### config.mk
export PLATFORM = sky130hd
export DESIGN_NAME = aibcr3_dcc_interp_seq
export DESIGN_NICKNAME = d
export VERILOG_FILES = /design/src/rtl/aibcr3_dcc_pkg.sv /design/src/rtl/aibcr3_dcc_therm_enc.sv /design/src/rtl/aibcr3_dcc_interp_seq.sv
export SDC_FILE = /design/constraint.sdc
export NUM_CORES = 1
export LEC_CHECK = 0
export BUFFER_PORTS_ARGS = -buffer_cell sky130_fd_sc_hd__buf_2
export CAP_MARGIN = 30
export CORE_MARGIN = 2
export CORE_UTILIZATION = 50
export CTS_CLUSTER_DIAMETER = 30
export DETAILED_ROUTE_END_ITERATION = 7
export GPL_TIMING_DRIVEN = 0
export PLACE_DENSITY = 0.73
export SLEW_MARGIN = 20
export SYNTH_ARGS = -nofsm -noshare
export SYNTH_HDL_FRONTEND = slang
export SYNTH_SLANG_ARGS = --single-unit
### constraint.sdc
create_clock -name clk -period 4.85 [get_ports clk]
set_input_delay 0.7275 -clock clk [delete_from_list [all_inputs] [get_ports clk]]
set_output_delay 0.7275 -clock clk [all_outputs]
set_load 0.02 [all_outputs]
### src/rtl/aibcr3_dcc_pkg.sv
// Shared types and helpers for the DCC interpolator code sequencer.
package aibcr3_dcc_pkg;

    typedef enum logic [1:0] {
        IDLE = 2'd0,
        WAIT = 2'd1,
        STEP = 2'd2,
        FIN  = 2'd3
    } dcc_state_e;

    function automatic int clog2(input int value);
        int result;
        result = 0;
        for (int i = 0; i < 31; i++) begin
            if ((1 << i) < value) begin
                result = i + 1;
            end
        end
        return result;
    endfunction

endpackage

### src/rtl/aibcr3_dcc_therm_enc.sv
// Binary to thermometer encoder: the low 'bin' bits of 'therm' are set.
module aibcr3_dcc_therm_enc
    import aibcr3_dcc_pkg::*;
#(
    parameter int CODE_W = 7,
    localparam int BIN_W = clog2(CODE_W + 1)
) (
    input  logic [BIN_W-1:0]  bin,
    output logic [CODE_W-1:0] therm
);

    always_comb begin
        therm = '0;
        for (int i = 0; i < CODE_W; i++) begin
            therm[i] = (i < int'(bin));
        end
    end

endmodule

### src/rtl/aibcr3_dcc_interp_seq.sv
// Walks the interpolator code one LSB at a time toward a requested target,
// pacing each step with a programmable timer and driving sp/sn thermometer codes.
module aibcr3_dcc_interp_seq
    import aibcr3_dcc_pkg::*;
#(
    parameter int CODE_W     = 7,
    parameter int STEP_DIV   = 4,
    parameter int RESET_CODE = 0,
    localparam int BIN_W     = clog2(CODE_W + 1)
) (
    input  logic              clk,
    input  logic              reset,
    input  logic [BIN_W-1:0]  tgt_code,
    input  logic              tgt_valid,
    output logic              tgt_ready,
    input  logic              freeze,
    output logic [CODE_W-1:0] sp,
    output logic [CODE_W-1:0] sn,
    output logic [BIN_W-1:0]  cur_code,
    output logic              busy,
    output logic              done,
    output logic              clamped
);

    localparam logic [BIN_W-1:0] CODE_MAX   = BIN_W'(CODE_W);
    localparam logic [BIN_W-1:0] CODE_RST   = BIN_W'(RESET_CODE);
    localparam logic [7:0]       TIMER_LOAD = 8'(STEP_DIV - 1);

    dcc_state_e        state;
    dcc_state_e        state_nxt;
    logic [7:0]        timer;
    logic [7:0]        timer_nxt;
    logic [BIN_W-1:0]  tgt;
    logic [BIN_W-1:0]  tgt_nxt;
    logic [BIN_W-1:0]  cur_nxt;
    logic [BIN_W-1:0]  enc_in;
    logic [CODE_W-1:0] therm;
    logic              clamped_nxt;
    logic              xfer;

    assign tgt_ready = (state == IDLE) && !reset;
    assign xfer      = tgt_valid && tgt_ready;
    assign busy      = (state != IDLE);
    assign done      = (state == FIN);

    always_comb begin
        state_nxt   = state;
        timer_nxt   = timer;
        tgt_nxt     = tgt;
        cur_nxt     = cur_code;
        clamped_nxt = 1'b0;
        case (state)
            IDLE: begin
                if (xfer) begin
                    tgt_nxt     = (tgt_code > CODE_MAX) ? CODE_MAX : tgt_code;
                    clamped_nxt = (tgt_code > CODE_MAX);
                    timer_nxt   = TIMER_LOAD;
                    state_nxt   = WAIT;
                end
            end
            WAIT: begin
                if (!freeze) begin
                    if (timer == 8'd0) begin
                        state_nxt = (cur_code == tgt) ? FIN : STEP;
                    end else begin
                        timer_nxt = timer - 8'd1;
                    end
                end
            end
            STEP: begin
                // Exactly one LSB per visit, never past either rail.
                if (!freeze) begin
                    if ((cur_code < tgt) && (cur_code < CODE_MAX)) begin
                        cur_nxt = cur_code + BIN_W'(1);
                    end else if ((cur_code > tgt) && (cur_code != '0)) begin
                        cur_nxt = cur_code - BIN_W'(1);
                    end
                    state_nxt = (cur_nxt == tgt) ? FIN : WAIT;
                    timer_nxt = TIMER_LOAD;
                end
            end
            FIN: begin
                state_nxt = IDLE;
                timer_nxt = 8'd0;
            end
            default: begin
                state_nxt = IDLE;
            end
        endcase
    end

    // One encoder serves both reset and normal updates so sp/sn track cur_code exactly.
    assign enc_in = reset ? CODE_RST : cur_nxt;

    aibcr3_dcc_therm_enc #(
        .CODE_W (CODE_W)
    ) u_therm_enc (
        .bin   (enc_in),
        .therm (therm)
    );

    always_ff @(posedge clk) begin
        if (reset) begin
            state    <= IDLE;
            timer    <= 8'd0;
            tgt      <= CODE_RST;
            cur_code <= CODE_RST;
            clamped  <= 1'b0;
        end else begin
            state    <= state_nxt;
            timer    <= timer_nxt;
            tgt      <= tgt_nxt;
            cur_code <= cur_nxt;
            clamped  <= clamped_nxt;
        end
        sp <= therm;
        sn <= ~therm;
    end

endmodule
==> flow_metrics.env, run 1 <==
export IMPL_status="complete, no violations"
export IMPL_slew_violations=0
export IMPL_cts_resized=0
export IMPL_fp_dieArea_um2=3500
export IMPL_fmax_mhz=410
export IMPL_dp_hpwl_mm=2.30
export IMPL_crit_type="register to register"
export IMPL_coreArea_um2=2980
export IMPL_grt_use_total=0.191
export IMPL_syn_inst=167
export IMPL_fin_skew_ps=22.3
export IMPL_grt_ovfl_total=0
export IMPL_routed_top_layer="met4"
export IMPL_setup_viol=0
export IMPL_yosys_most_used_dff="dfxtp_1"
export IMPL_cp_required_ps=5050
export IMPL_areaGrowthSynthToFinish_pct=16.9
export IMPL_synth_top_area_frac=0.394
export IMPL_end_kind="register"
export IMPL_startpoint_type="register"
export IMPL_grt_pass1_vias=1209
export IMPL_yosysSeqAreaShare=0.394
export IMPL_vdd_drop_max_v=0.000258
export IMPL_pin_count=28
export IMPL_netlist_top_cells_count="dfxtp_1 (30), nor2_1 (24), inv_1 (10)"
export IMPL_tns_ps=0
export IMPL_cts_buffers=5
export IMPL_post_route_min_period_ps=2440
export IMPL_crit_fanout=10
export IMPL_vias=1254
export IMPL_crit_path_cell_trace="inv_1 > ha_1 > nand3b_1 > and2_4 > o21a_1 > nor3_2 > o21ai_4 > or3_1"
export IMPL_core_rowCount=20
export IMPL_r2r_slack_ps=2410
export IMPL_totalPowerFinal_mw=0.752
export IMPL_antenna_found_initial=0
export IMPL_ant_nets=0
export IMPL_avgSynthCellArea_um2=9.12
export IMPL_ys_ff_latch=30
export IMPL_holdCritPathClass="register to register"
export IMPL_nets=216
export IMPL_die_x_um=59.2
export IMPL_place_congestion=0.893
export IMPL_drt_met1_wl_mm=1.39
export IMPL_synth_edf_count=0
export IMPL_critPathMaxStageDelay_ps=500
export IMPL_worstPathArrival_ps=2640
export IMPL_cts_max_level=2
export IMPL_wl_per_cell_um=13.0
export IMPL_drt_total_wl_mm=3.05
export IMPL_synthTopCellsByArea="dfxtp_1 (39%), ha_1 (6.6%), nor2_1 (5.9%)"
export IMPL_cts_path_max_buffers=2
export IMPL_port_buffers=27
export IMPL_p_leak_nw=0.800
export IMPL_met2_length_mm=1.49
export IMPL_grt_max_degree=11
export IMPL_cellPowerDensity_nw_per_um2=422
export IMPL_synth_nets=182
export IMPL_yosys_area_top_type="dfxtp_1"
export IMPL_avgViaCountPerCell=5.36
export IMPL_whs_ps=555
export IMPL_synth_cell_area_um2=1520
export IMPL_fill_cells=256
export IMPL_fin_crit_sh=0.503
export IMPL_clock_latency_ps=330
export IMPL_dieHeight_um=59.2
export IMPL_yosysWarnings=0
export IMPL_rsz0062_at_grt="false"
export IMPL_hold_viol_final=0
export IMPL_clk_pin_slew_ps=90
export IMPL_fin_ws_ps=2410
export IMPL_route_detailed_drc=0
export IMPL_ctsHoldBuffers=0
export IMPL_cts_root_buf="clkbuf_4"
export IMPL_dp_slack_ps=2440
export IMPL_yosys_cell_count_top_type="dfxtp_1"
export IMPL_cts_tree="yes"
export IMPL_ys_types=49
export IMPL_antennaDiodeCount=0
export IMPL_dr_wl_met3_um=102
export IMPL_cap_violations=0
export IMPL_async_flop_share=0
export IMPL_drt_iter0_drc=53
export IMPL_firstDrtPassIters=4
export IMPL_final_layout_size_suffix_gt1_frac=0.249
export IMPL_crit_slowest_cell="dfxtp_1"
export IMPL_grt_pass1_wl_mm=5.02
export IMPL_cts_num_sinks=30
export IMPL_post_cts_buffers=0
export IMPL_start_util=0.511
area by class of cell:
class | instances | area, µm² | area share
inverters | 10 | 37.5 | 0.0211
flip-flops and latches | 30 | 601 | 0.337
clock buffers | 6 | 51.3 | 0.0288
repair buffers | 27 | 135 | 0.0759
clock inverters | 1 | 30.0 | 0.0169
well taps | 33 | 41.3 | 0.0232
plain buffers | 6 | 42.5 | 0.0239
multi-input cells | 121 | 842 | 0.473
path summary, 6_finish.rpt:
check	from	depth (start not counted)	endpoint
hold / removal	timer[5]	2	timer[5]
setup / recovery	cur_code[0]	8	sn[6]
hold reg to reg	timer[5]	2	timer[5]
setup reg to reg	cur_code[0]	8	sn[6]
critical path, delay by kind of cell, from the launching register on:
kind	cells	cell delay, ps
AND/OR/NAND/NOR	4	1100
flip-flops	1	500
AO/OA/AOI/OAI	2	370
adder cells (fa/ha/maj)	1	220
buffers and inverters	1	130
report_power, final:
group / total, mW / switching [mW] / internal (mW)
clock: 0.200 / 0.0804 / 0.120
sequential: 0.300 / 0.0255 / 0.275
combinational: 0.251 / 0.137 / 0.114
total: 0.752 / 0.243 / 0.509
kinds of logic after synthesis:
family	after synthesis	synth area share
AO/OA/AOI/OAI	36	0.186
XOR/XNOR	10	0.0575
adder cells (fa/ha/maj)	8	0.0657
buffers and inverters	16	0.0526
flip-flops	30	0.394
multiplexers	2	0.0131
other	1	0.00246
AND/OR/NAND/NOR	64	0.228
cell usage in the layout, fill, tap and decap left out, types with 2 or more instances in the layout:
cell      instances
a21oi_2           2
xor2_1            7
nor3_2            2
nand3b_1          2
nand3_1           8
buf_6             2
or3_1             2
xnor2_1           3
buf_2            28
and2b_1           2
clkbuf_4          5
nand4_1           2
nand2b_1          3
mux2i_1           2
clkbuf_1          2
o21a_1            4
inv_1            10
nand2_1           8
a21oi_1           5
and2_1            2
o211a_1           2
o211ai_1          3
nor2_1           24
dfxtp_1          30
ha_1              8
a21o_1            4
o21ai_0           3
nor3_1            2
per-stage QoR:
stage                     utilization  instances  area [µm²]
after floorplan                     -        167        1520
after global placement          0.571        227        1700
after detailed placement        0.571        227        1700
after CTS                       0.598        234        1780
after global routing            0.598        234        1780
final                           0.598        234        1780
state kept, by name, summed over array words and instances, names as in the netlist:
register and cells:
timer 8, tgt 3, clamped 1, sp 7
sn 7, cur_code 2, state 2
routing by layer:
metal / GRT usage / up-vias
met5: 0 / -
met4: 0.0974 / 0
met3: 0.0524 / 8
met2: 0.320 / 24
met1: 0.221 / 576
li1: - / 646
(Power assumes the default switching activity.)
==> run 2, diff against run 1 <==
--- a/config.mk
+++ b/config.mk
@@ -8,11 +8,11 @@
 export BUFFER_PORTS_ARGS = -buffer_cell sky130_fd_sc_hd__buf_2
 export CAP_MARGIN = 30
 export CORE_MARGIN = 2
-export CORE_UTILIZATION = 50
+export CORE_UTILIZATION = 49
 export CTS_CLUSTER_DIAMETER = 30
 export DETAILED_ROUTE_END_ITERATION = 7
 export GPL_TIMING_DRIVEN = 0
-export PLACE_DENSITY = 0.73
+export PLACE_DENSITY = 0.74
 export SLEW_MARGIN = 20
 export SYNTH_ARGS = -nofsm -noshare
 export SYNTH_HDL_FRONTEND = slang
==> constraint.sdc (replaced) <==
create_clock -name clk -period 2.15 [get_ports clk]
set_input_delay 0.3225 -clock clk [delete_from_list [all_inputs] [get_ports clk]]
set_output_delay 0.3225 -clock clk [all_outputs]
set_load 0.02 [all_outputs]
==> run 2 against run 1 <==
  * Critical path depth did not move
  * Clock power rose by 74%
  * First-iteration DRC count rose by 49%
  * Register-to-register slack got worse by 2400 ps
  * Cell count rose by 7.7%
  * Sequential share of layout area fell by 3.7 points
  * Final area rose by 15%
  * Maximum frequency rose by 16%
  * Critical endpoint unchanged
==> flow_metrics.env, run 2 (same netlist as run 1, synthesis figures left out) <==
export IMPL_hold_viol_final=0
export IMPL_p_int_mw=1.08
export IMPL_worstHoldStart="tgt_code[2]"
export IMPL_r2r_end="sn[6]"
export IMPL_cts_max_level=2
export IMPL_avgViaCountPerCell=5.46
export IMPL_final_layout_size_suffix_gt1_frac=0.393
export IMPL_mostFrequentLayoutCells="buf_2 (27), dfxtp_1 (25), nor2_1 (24), buf_4 (16)"
export IMPL_grt_use_total=0.202
export IMPL_vdd_drop_max_v=0.000557
export IMPL_cts_root_buf="clkbuf_4"
export IMPL_top_register="timer"
export IMPL_coreArea_um2=3000
export IMPL_hold_path_cell_count=3
export IMPL_cap_violations=0
export IMPL_setup_viol=0
export IMPL_status="complete, no violations"
export IMPL_r2r_slack_ps=40
export IMPL_p_switching_mw=0.587
export IMPL_critPathMaxStageDelay_ps=370
export IMPL_power_frac_comb=0.386
export IMPL_clk_pin_slew_ps=90
export IMPL_dieHeight_um=59.7
export IMPL_pwr_share_clk=0.208
export IMPL_rsz0062_at_grt="true"
export IMPL_worst_r2r_path_depth=8
export IMPL_fill_cells=222
export IMPL_worst_path_stages=8
export IMPL_antennaDiodeCount=0
export IMPL_switching_share=0.352
export IMPL_pin_count=28
export IMPL_antenna_found_initial=0
export IMPL_crit_type="register to register"
export IMPL_grt_ovfl_total=0
export IMPL_post_route_min_period_ps=2110
export IMPL_port_buffers=27
export IMPL_largest_register_ffs=8
export IMPL_startpoint_type="register"
export IMPL_die_x_um=59.7
export IMPL_cp_num_buf_inv=1
export IMPL_multi_input_comb_area_um2=956
export IMPL_cts_path_max_buffers=2
export IMPL_firstDrtPassIters=4
export IMPL_fp_dieArea_um2=3570
export IMPL_cellPowerDensity_nw_per_um2=815
export IMPL_ant_nets=0
export IMPL_ctsHoldBuffers=0
export IMPL_fmax_mhz=473
export IMPL_fin_skew_ps=18.6
export IMPL_cp_required_ps=2370
export IMPL_drt_iter0_drc=79
export IMPL_grt_max_degree=11
export IMPL_grt_pass1_vias=1276
export IMPL_areaGrowthSynthToFinish_pct=34.5
export IMPL_worstHoldEndpoint="tgt[2]"
export IMPL_nets=233
export IMPL_core_rowCount=20
export IMPL_cts_tree="yes"
export IMPL_worstReg2RegStart="tgt[1]"
export IMPL_worstPathArrival_ps=2330
export IMPL_reg_top3="timer (8), sn (7), sp (7)"
export IMPL_grt_pass1_wl_mm=5.35
export IMPL_fin_util=0.682
export IMPL_clock_latency_ps=340
export IMPL_holdCritPathClass="input port to register"
export IMPL_crit_fanout=4
export IMPL_p_leak_nw=0.914
export IMPL_crit_path_cell_trace="inv_2 > ha_4 > nand3b_1 > and2_4 > o21a_4 > nor3_4 > o21ai_4 > or3_1"
export IMPL_regArea_um2=614
export IMPL_seq_power_share=0.405
export IMPL_cts_buffers=5
export IMPL_crit_slowest_cell="or3_1"
export IMPL_cts_num_sinks=30
export IMPL_vias=1376
export IMPL_wl_per_cell_um=14.1
export IMPL_end_kind="register"
export IMPL_start_util=0.507
export IMPL_drt_total_wl_mm=3.54
export IMPL_tns_ps=0
export IMPL_dp_hpwl_mm=2.31
export IMPL_route_detailed_drc=0
export IMPL_slew_violations=0
export IMPL_fin_crit_sh=0.983
export IMPL_place_congestion=0.924
export IMPL_cp_top_family="simple AND/OR/NAND/NOR gates"
export IMPL_final_common_cell="buf_2"
[run 2: cell types whose count changed in the layout (fill, tap and decap cells not counted), sizes merged]
cell / change
buf: +17
clkinv: +1
clkbuf: +1
bufinv: -1
[run 2: cell type report]
type,count,area share
Timing Repair Buffer,44,0.141
Sequential cell,30,0.300
Multi-Input combinational cell,121,0.467
Clock buffer,7,0.0269
Tap cell,33,0.0202
Buffer,6,0.0238
Inverter,10,0.0195
Clock inverter,1,0.00244
[run 2: what timing repair did]
item	in CTS	in global routing
gates resized for setup	9	22
cloned	0	1
setup buffers	1	15
setup endpoints to repair	13	15
pin swaps	1	9
[run 2: worst register-to-register path: stages, from the launching register on]
cell and delay [ps]:
dfxtp_2 350, inv_2 60, ha_4 280, nand3b_1 150, and2_4 220, o21a_4 220, nor3_4 240, o21ai_4 110
or3_1 370
[run 2: power groups by stage]
stage | clock [mW] | combinational, mW | sequential (mW)
floorplan | 0 | 0.462 | 0.683
global placement | 0 | 0.549 | 0.685
detailed placement | 0 | 0.570 | 0.691
CTS | 0.356 | 0.591 | 0.676
global route | 0.383 | 0.706 | 0.684
finish | 0.348 | 0.645 | 0.677
[run 2: per-stage QoR]
stage | cell area [µm²] | setup slack (ps) | total power [mW] | cells | hold WS, ps
global placement | 1700 | -41.9 | 1.23 | 227 | 507
finish | 2050 | 37.4 | 1.67 | 252 | 219
detailed placement | 1700 | -157 | 1.26 | 227 | 521
floorplan | 1530 | 2.95 | 1.15 | 167 | 461
global route | 2050 | -32.6 | 1.77 | 252 | 238
CTS | 1810 | 3.34 | 1.62 | 236 | 218
[run 2: how the worst max path moves through the flow]
stage             to  slack [ps]   startpoint
6_report       sn[6]          40       tgt[1]
5_1_grt        sn[6]         -30       tgt[1]
4_1_cts        sn[6]           3       tgt[1]
3_5_place_dp   sn[6]        -160  cur_code[0]
3_3_place_gp   sn[6]         -40  cur_code[0]
2_1_floorplan  sn[6]           3  cur_code[1]
[run 2: layer usage]
metal | part of all wire | global-route usage | wire (µm)
met2 | 0.52 | 0.343 | 1840
met5 | 0 | 0 | 0
met3 | 0.045 | 0.0714 | 158
met4 | 0.021 | 0.108 | 74
met1 | 0.41 | 0.216 | 1470
